[src/rtl/alu_exec_if.sv]
// alu_exec_if: request/result handshake bundle between the decode stage and the execute ALU.
interface alu_exec_if #(
   parameter int XLEN = 32
);
   logic            valid_i, ready_o, flush_i, valid_o, ready_i, illegal_o;
   logic [5:0]      alu_op_i;
   logic [XLEN-1:0] op_a_i, op_b_i, result_o;
   modport slave (
      input  valid_i, alu_op_i, op_a_i, op_b_i, flush_i, ready_i,
      output ready_o, valid_o, result_o, illegal_o
   );
   modport master (
      output valid_i, alu_op_i, op_a_i, op_b_i, flush_i, ready_i,
      input  ready_o, valid_o, result_o, illegal_o
   );
endinterface

[src/rtl/alu_exec_unit.sv]
// alu_exec_unit: execute-stage ALU with valid/ready handshake and a held result register.
// Define ALU_FAST_SHIFT_EN for single-cycle barrel shifts; otherwise shifts iterate one bit per cycle.
module alu_exec_unit #(
   parameter int XLEN = 32
) (
   input logic       clk_i,
   input logic       rst_ni,
   alu_exec_if.slave bus
);
`ifdef ALU_FAST_SHIFT_EN
   localparam bit fast_shift = 1'b1;
`else
   localparam bit fast_shift = 1'b0;
`endif
   typedef enum logic [1:0] {IDLE, SHIFT, DONE} state_e;
   state_e          state_q, state_d;
   logic [XLEN-1:0] res_q, res_d, wrk_q, wrk_d, alu_r, shf_nxt, a, b;
   logic            ill_q, ill_d, lt_s, lt_u, eq, is_shift, go_shift;
   logic [4:0]      cnt_q, cnt_d, amt;
   logic [1:0]      kind_q, kind_d;
   logic [5:0]      op;

   function automatic logic [XLEN-1:0] flag(input logic f);
      return {{(XLEN-1){1'b0}}, f};
   endfunction

   assign op       = bus.alu_op_i;
   assign a        = bus.op_a_i;
   assign b        = bus.op_b_i;
   assign amt      = b[4:0];
   assign lt_s     = $signed(a) < $signed(b);
   assign lt_u     = a < b;
   assign eq       = a == b;
   assign is_shift = op == 6'd2 || op == 6'd6 || op == 6'd7;
   assign go_shift = !fast_shift && is_shift && amt != 5'd0;
   // kind_q: bit1 = shift right, bit0 = arithmetic fill
   assign shf_nxt  = kind_q[1] ? {kind_q[0] & wrk_q[XLEN-1], wrk_q[XLEN-1:1]} : {wrk_q[XLEN-2:0], 1'b0};

   assign bus.ready_o   = state_q == IDLE;
   assign bus.valid_o   = state_q == DONE;
   assign bus.result_o  = res_q;
   assign bus.illegal_o = ill_q;

   always_comb begin
      alu_r = '0;
      case (op)
         6'd0, 6'd1: alu_r = a + b;
         6'd2:       alu_r = fast_shift ? a << amt : a;
         6'd3:       alu_r = flag(lt_s);
         6'd4:       alu_r = flag(lt_u);
         6'd5:       alu_r = a ^ b;
         6'd6:       alu_r = fast_shift ? a >> amt : a;
         6'd7:       alu_r = fast_shift ? $unsigned($signed(a) >>> amt) : a;
         6'd8:       alu_r = a | b;
         6'd9:       alu_r = a & b;
         6'd10:      alu_r = a - b;
         6'd11:      alu_r = flag(eq);
         6'd12:      alu_r = flag(!eq);
         6'd13:      alu_r = flag(lt_s);
         6'd14:      alu_r = flag(!lt_s);
         6'd15:      alu_r = flag(lt_u);
         6'd16:      alu_r = flag(!lt_u);
         6'd17:      alu_r = a + XLEN'(4);
         default:    alu_r = '0;
      endcase
   end

   always_comb begin
      state_d = state_q;
      res_d   = res_q;
      ill_d   = ill_q;
      wrk_d   = wrk_q;
      cnt_d   = cnt_q;
      kind_d  = kind_q;
      if (bus.flush_i) state_d = IDLE;
      else case (state_q)
         IDLE: if (bus.valid_i) begin
            if (go_shift) begin
               wrk_d   = a;
               cnt_d   = amt;
               kind_d  = {op[2], op[0]};
               state_d = SHIFT;
            end else begin
               res_d   = alu_r;
               ill_d   = op > 6'd17;
               state_d = DONE;
            end
         end
         SHIFT: begin
            wrk_d = shf_nxt;
            cnt_d = cnt_q - 5'd1;
            if (cnt_q == 5'd1) begin
               res_d   = shf_nxt;
               ill_d   = 1'b0;
               state_d = DONE;
            end
         end
         DONE: if (bus.ready_i) state_d = IDLE;
         default: state_d = IDLE;
      endcase
   end

   always_ff @(posedge clk_i or negedge rst_ni) begin
      if (!rst_ni) begin
         state_q <= IDLE;
         res_q   <= '0;
         ill_q   <= 1'b0;
         wrk_q   <= '0;
         cnt_q   <= '0;
         kind_q  <= '0;
      end else begin
         state_q <= state_d;
         res_q   <= res_d;
         ill_q   <= ill_d;
         wrk_q   <= wrk_d;
         cnt_q   <= cnt_d;
         kind_q  <= kind_d;
      end
   end
endmodule

[src/flat_wrapper.sv]
// flat-port wrapper written by rule: the top's interface ports become plain ports
module alu_exec_unit_flat 
#(
   parameter int XLEN = 32
)
  (clk_i, rst_ni, bus_valid_i, bus_alu_op_i, bus_op_a_i, bus_op_b_i, bus_flush_i, bus_ready_i, bus_ready_o, bus_valid_o, bus_result_o, bus_illegal_o);
  alu_exec_if #(.XLEN(XLEN)) bus_i ();
  input logic clk_i;
  input logic rst_ni;
  input wire logic [$bits(bus_i.valid_i)-1:0] bus_valid_i;
  input wire logic [$bits(bus_i.alu_op_i)-1:0] bus_alu_op_i;
  input wire logic [$bits(bus_i.op_a_i)-1:0] bus_op_a_i;
  input wire logic [$bits(bus_i.op_b_i)-1:0] bus_op_b_i;
  input wire logic [$bits(bus_i.flush_i)-1:0] bus_flush_i;
  input wire logic [$bits(bus_i.ready_i)-1:0] bus_ready_i;
  output wire logic [$bits(bus_i.ready_o)-1:0] bus_ready_o;
  output wire logic [$bits(bus_i.valid_o)-1:0] bus_valid_o;
  output wire logic [$bits(bus_i.result_o)-1:0] bus_result_o;
  output wire logic [$bits(bus_i.illegal_o)-1:0] bus_illegal_o;
  assign bus_i.valid_i = bus_valid_i;
  assign bus_i.alu_op_i = bus_alu_op_i;
  assign bus_i.op_a_i = bus_op_a_i;
  assign bus_i.op_b_i = bus_op_b_i;
  assign bus_i.flush_i = bus_flush_i;
  assign bus_i.ready_i = bus_ready_i;
  assign bus_ready_o = bus_i.ready_o;
  assign bus_valid_o = bus_i.valid_o;
  assign bus_result_o = bus_i.result_o;
  assign bus_illegal_o = bus_i.illegal_o;
  alu_exec_unit #(.XLEN(XLEN)) u_core (.clk_i(clk_i), .rst_ni(rst_ni), .bus(bus_i));
endmodule
[config.mk]
export PLATFORM = sky130hd
export DESIGN_NAME = alu_exec_unit_flat
export DESIGN_NICKNAME = d
export VERILOG_FILES = /design/src/rtl/alu_exec_if.sv /design/src/rtl/alu_exec_unit.sv /design/src/flat_wrapper.sv
export SDC_FILE = /design/constraint.sdc
export NUM_CORES = 1
export LEC_CHECK = 0
export ABC_AREA = 1
export BUFFER_PORTS_ARGS = -buffer_cell sky130_fd_sc_hd__buf_2
export CAP_MARGIN = 40
export CORE_ASPECT_RATIO = 1.1
export CORE_UTILIZATION = 50
export CTS_BUF_LIST = sky130_fd_sc_hd__clkbuf_16
export DETAILED_ROUTE_END_ITERATION = 6
export GPL_TIMING_DRIVEN = 0
export MAX_ROUTING_LAYER = met4
export PLACE_DENSITY = 0.67
export SLEW_MARGIN = 25
export SYNTH_ARGS = -nofsm -noshare
export SYNTH_HDL_FRONTEND = slang
export SYNTH_SLANG_ARGS = --single-unit
[constraint.sdc]
create_clock -name clk_i -period 1.8 [get_ports clk_i]
set_input_delay 0.36 -clock clk_i [delete_from_list [all_inputs] [get_ports clk_i]]
set_output_delay 0.36 -clock clk_i [all_outputs]
set_load 0.005 [all_outputs]
### Word level (Yosys, flattened, before mapping)

Index checks and enable logic that the tools add are counted.

* flip-flop bits (word level): 74
* bits of input ports: 75
* output and inout port bits: 35
* logic and storage cells: 86

* add/subtract/negate cells: 4
* magnitude comparators: 3
* equality and inequality tests: 28
* muxes and demuxes: 22
* bitwise gates (word level): 5
* reduce and logical (&&, ||, !) cells: 18

Operators with widths (count)
* $pmux W32 S13: 1
* $mux W32: 6
* $pmux W32 S2: 2
* $lt A32 B32 Y1: 2
* $eq A6 B4 Y1 const B: 8
* $add A32 B3 Y32 const B: 1
* $add A32 B32 Y32: 1
* $and A32 B32 Y32: 1
* $eq A32 B32 Y1: 1
* $or A32 B32 Y32: 1
* $sub A32 B32 Y32: 1
* $xor A32 B32 Y32: 1
* $eq A6 B3 Y1 const B: 4
* $eq A6 B2 Y1 const B: 2
* $eq A6 B5 Y1 const B: 2
* $mux W2: 5
* $mux W5: 2
* $pmux W5 S2: 1
* $reduce_and A4 Y1: 2
* $eq A6 B1 Y1 const B: 1
* $gt A6 B5 Y1 const B: 1
* $logic_not A6 Y1: 1
* $ne A3 B3 Y1 const B: 2
* $pmux W2 S3: 1
* 21 further kinds: 30

### Longest topological paths before layout

* depth in word-level cells: 8
* gate-level depth with buffers: 18

### Worst setup path after synthesis

No wires, ideal clock.

* kind: input-to-reg
* from: in bus_op_a_i[0]
* to: reg u_core.res_q[0] (netlist: u_core.bus.result_o[0])
* arrival: 1938 ps
* required time: 1679 ps
* path slack: -259 ps
* stages: 18
* path buffers: 0
* cells stage by stage: inv_1 -> ha_1 -> inv_1 -> fa_1 -> nand2_1 -> nand2_1 -> nand3_1 -> nand2_1 -> nand2_1 -> nand2_2 -> nand2_2 -> nand2_2 -> nand2_1 -> nand2_1 -> nor2_1 -> nand3_1 -> nand2_1 -> a21oi_1

* word-level cells in the longest chain between the ends: 6
* elaborated cells on any way between the ends: 16
* those cells by class: add/sub: 3; order compare: 2; eq/ne: 1; mux: 4; bitwise: 3; reduce/logical: 3

RTL lines
* start: declaration: RTL line flat_wrapper.sv:12 `input wire logic [$bits(bus_i.op_a_i)-1:0] bus_op_a_i;`
* $lt A32 B32 Y1, or another cell as far along: RTL line alu_exec_unit.sv:32 `assign lt_u = a < b;`
* $logic_not A1 Y1, on equally long branches: RTL line alu_exec_unit.sv:62, alu_exec_unit.sv:58, alu_exec_unit.sv:60
* $pmux W32 S13 *: RTL line alu_exec_unit.sv:46 `case (op)`
* $mux W32 *: RTL line alu_exec_unit.sv:78 `if (go_shift) begin`
* $mux W32 *: RTL line alu_exec_unit.sv:77 `IDLE: if (bus.valid_i) begin`
* $pmux W32 S2 *: RTL line alu_exec_unit.sv:76 `else case (state_q)`
* end signal: assignment: RTL line alu_exec_unit.sv:113 `res_q <= res_d;`
* end: declaration: RTL line alu_exec_unit.sv:17 `logic [XLEN-1:0] res_q, res_d, wrk_q, wrk_d, alu_r, shf_nxt, a, b;`

Mark *: on every way between the ends. The rest lies on a longest branch, timed or not. The select of a mux whose other input is x is not followed.
A chain may end at the register's enable or synchronous reset.

### Worst setup path after layout

* from: in bus_op_a_i[15]
* to: reg u_core.res_q[24] (netlist: u_core.bus.result_o[24])

* word-level cells in the longest chain between the ends: 5
* elaborated cells on any way between the ends: 7
* those cells by class: add/sub: 3; mux: 4

RTL lines
* $add A32 B3 Y32, or another cell as far along: RTL line alu_exec_unit.sv:63 `6'd17: alu_r = a + XLEN'(4);`
* $pmux W32 S13 *: RTL line alu_exec_unit.sv:46
* $mux W32 *: RTL line alu_exec_unit.sv:78
* $mux W32 *: RTL line alu_exec_unit.sv:77
* $pmux W32 S2 *: RTL line alu_exec_unit.sv:76

Marks and branches as above.

==> results.json <==
{
  "coreArea_um2": 22000,
  "critPathTopFamily": "simple AND/OR/NAND/NOR gates",
  "io_pins": 110,
  "rsz0062_at_grt": "yes",
  "cts_tree": "done",
  "globalRouteTotalUtil": 0.534,
  "placed_cells": 2393,
  "yosysTopAreaCellShare": 0.192,
  "fillers": 1662,
  "final_nets": 2411,
  "r2r_slack_ps": -150,
  "period_needed_ps": 2430,
  "initial_core_util": 0.508,
  "maxSlewViolCount": 0,
  "skew_ps": 6.96,
  "netlist_instances": 1988,
  "period_share": 1.35,
  "ys_types": 48,
  "dieArea_um2": 23000,
  "ant_nets": 0,
  "ys_seq_area_frac": 0.165,
  "detailed_place_hpwl_um": 42800,
  "cts.sinks": 74,
  "worst_path_largest_cell_delay_ps": 360,
  "clockBufferDepth": 2,
  "cp_common_cell": "nand2_4",
  "grt_max_degree": 47,
  "min_from": "bus_ready_i",
  "gp_congestion": 1.09,
  "pre_cts_slack_ps": -1490,
  "outcome": "complete, but fails checks",
  "final_cells": 2542,
  "r2r_cells": 8,
  "critPathKind": "input pin to flop",
  "drc": 0,
  "grt_overflow": 0,
  "synth.most_common_cell": "nand2_1",
  "syn_nets": 2165,
  "powerDensity_nw_per_um2": 612,
  "via_count": 16200,
  "timing.final.ws_setup_ps": -631,
  "worstMarginPinSlew_ps": 563,
  "synth_ff_type": "dfrtp_1",
  "critPathMaxFanout": 3,
  "wl_per_cell_um": 24.6,
  "port_buffers": 108,
  "cp.required_ps": 2030,
  "clk_pin_slew_worst_paths_ps": 60,
  "rows": 57,
  "routed_via_density": 6.39,
  "r2r-end": "u_core.bus.result_o[29]",
  "relSlewSlack": 0.621,
  "grt_pass1_vias": 14800,
  "ys_ff_latch": 74,
  "die_width_um": 145,
  "violations": "negative setup slack",
  "drive_above_1_share": 0.385,
  "setup_viol": 34,
  "synth-edff-count": 0,
  "drt_pass1_iterations": 7,
  "yosysWarnings": 0,
  "hold_path_end": "u_core.state_q[1]",
  "peakVddDrop_mv": 0.606,
  "r2r-start": "u_core.cnt_q[3]",
  "end_kind": "flop",
  "grt_antenna_before_repair": 8,
  "synth.cell_area_um2": 11200,
  "crit_buf_inv": 2,
  "ys_top_cells_by_area": "nand2_1, dfrtp_1, ha_1",
  "holdWs_ps": 176,
  "crit_start": "bus_op_a_i[15]",
  "p_total_uw": 10300,
  "finish.utilization": 0.762,
  "arrival_ps": 2660,
  "cts_max_level": 3,
  "cp-start-kind": "input pin",
  "cts_buffers": 9,
  "ys_top_cells_by_count": "nand2_1, inv_1, nor2_1",
  "syn2layout_area_growth_pct": 49.8,
  "die_h_um": 159,
  "dr.first_iter.drc_count": 2258,
  "p_leak_uw": 0.00807,
  "wl_um": 62500,
  "hold_violations": 0,
  "grt_pass1_wl_um": 87400,
  "avgSynthCellArea_um2": 5.64,
  "cts_root_buf": "clkbuf_16",
  "crit_slowest_cell": "ha_4",
  "synth.largest_area_cell": "nand2_1",
  "drv_cap": 0,
  "clock.fmax_mhz": 411,
  "hold_depth": 2,
  "clkLatencyLatePin_ps": 340,
  "synthArstFlopShare": 1.00,
  "crit_chain": "buf_12 -> clkinvlp_4 -> ha_4 -> nor2_4 -> nand2_4 -> nor2_4 -> nand2_4 -> nand2_8 -> nand2_4 -> nand2_2 -> nand2_1 -> nand3_1 -> nand3b_1 -> nand2_1 -> a21oi_2",
  "hold_class": "input pin to flop"
}
==> metal layers <==
metal | track usage | share of wire
met1 | 0.582 | 0.34
met2 | 0.750 | 0.42
met3 | 0.228 | 0.14
met4 | 0.425 | 0.10
met5 | - | 0
==> timing repair <==
| action | in CTS | in global routing |
|---|---|---|
| hold buffers | 1 | 0 |
| pin swaps | 139 | 141 |
| endpoints found under the hold margin | 28 | 0 |
| resized for setup | 514 | 308 |
| setup buffers | 92 | 40 |
| setup endpoints to repair | 74 | 74 |
| gates cloned | 1 | 0 |
==> final cells by class <==
class,count,area [um2],area share
multi-input cells,1548,10500,0.624
well taps,295,369,0.0220
clock buffers,9,225,0.0134
repair buffers,244,1980,0.118
diodes,8,20.0,0.00119
flip-flops and latches,74,1850,0.110
clock inverters,7,68.8,0.00410
plain buffers,63,541,0.0322
inverters,294,1250,0.0743
==> through the flow <==
step	area, um2	setup TNS, ps
final	16800	-10290
after global routing	16800	-11980
after CTS	15400	-3930
after detailed placement	12600	-48910
after global placement	12600	-53700
after floorplan	11700	-1320
==> flip-flops by register name, indices dropped and copies added, names as in the netlist <==
| register | count |
|---|---|
| u_core.bus.illegal_o | 1 |
| u_core.bus.result_o | 32 |
| u_core.cnt_q | 5 |
| u_core.kind_q | 2 |
| u_core.state_q | 2 |
| u_core.wrk_q | 32 |
==> kinds of logic after synthesis <==
group                      after synthesis  synth area share
adders and majority gates              102             0.115
DFF                                     74             0.165
and+or+nand+nor                       1079             0.405
buffers and inverters                  366             0.134
xor gates and xnor gates                 2           0.00156
AOI/OAI and AO/OA                      365             0.179
==> placed cells by master, fill, tap and decap left out, types with 73 or more instances in the layout <==
cell type,count
a21oi_1,83
buf_2,85
buf_4,143
dfrtp_1,73
inv_1,208
nand2_1,417
nand2_2,111
nand3_1,115
nor2_1,157
o21ai_0,76
==> report_power, final <==
part	internal [uW]	switching, uW	total [uW]
Sequential	2280	490	2770
Combinational	2120	3550	5670
Clock	1070	758	1830
Total	5470	4800	10300
==> worst max-delay path by stage <==
stage / endpoint / depth (start not counted) / slack [ps]
final: u_core.bus.result_o[24] / 15 / -630
after global routing: u_core.bus.result_o[24] / 15 / -510
after CTS: u_core.bus.result_o[29] / 16 / -270
after detailed placement: u_core.bus.result_o[0] / 18 / -1490
after global placement: u_core.bus.result_o[0] / 18 / -1540
after floorplan: u_core.bus.result_o[0] / 15 / -180
Note: power is estimated with default switching activity, not from simulation.
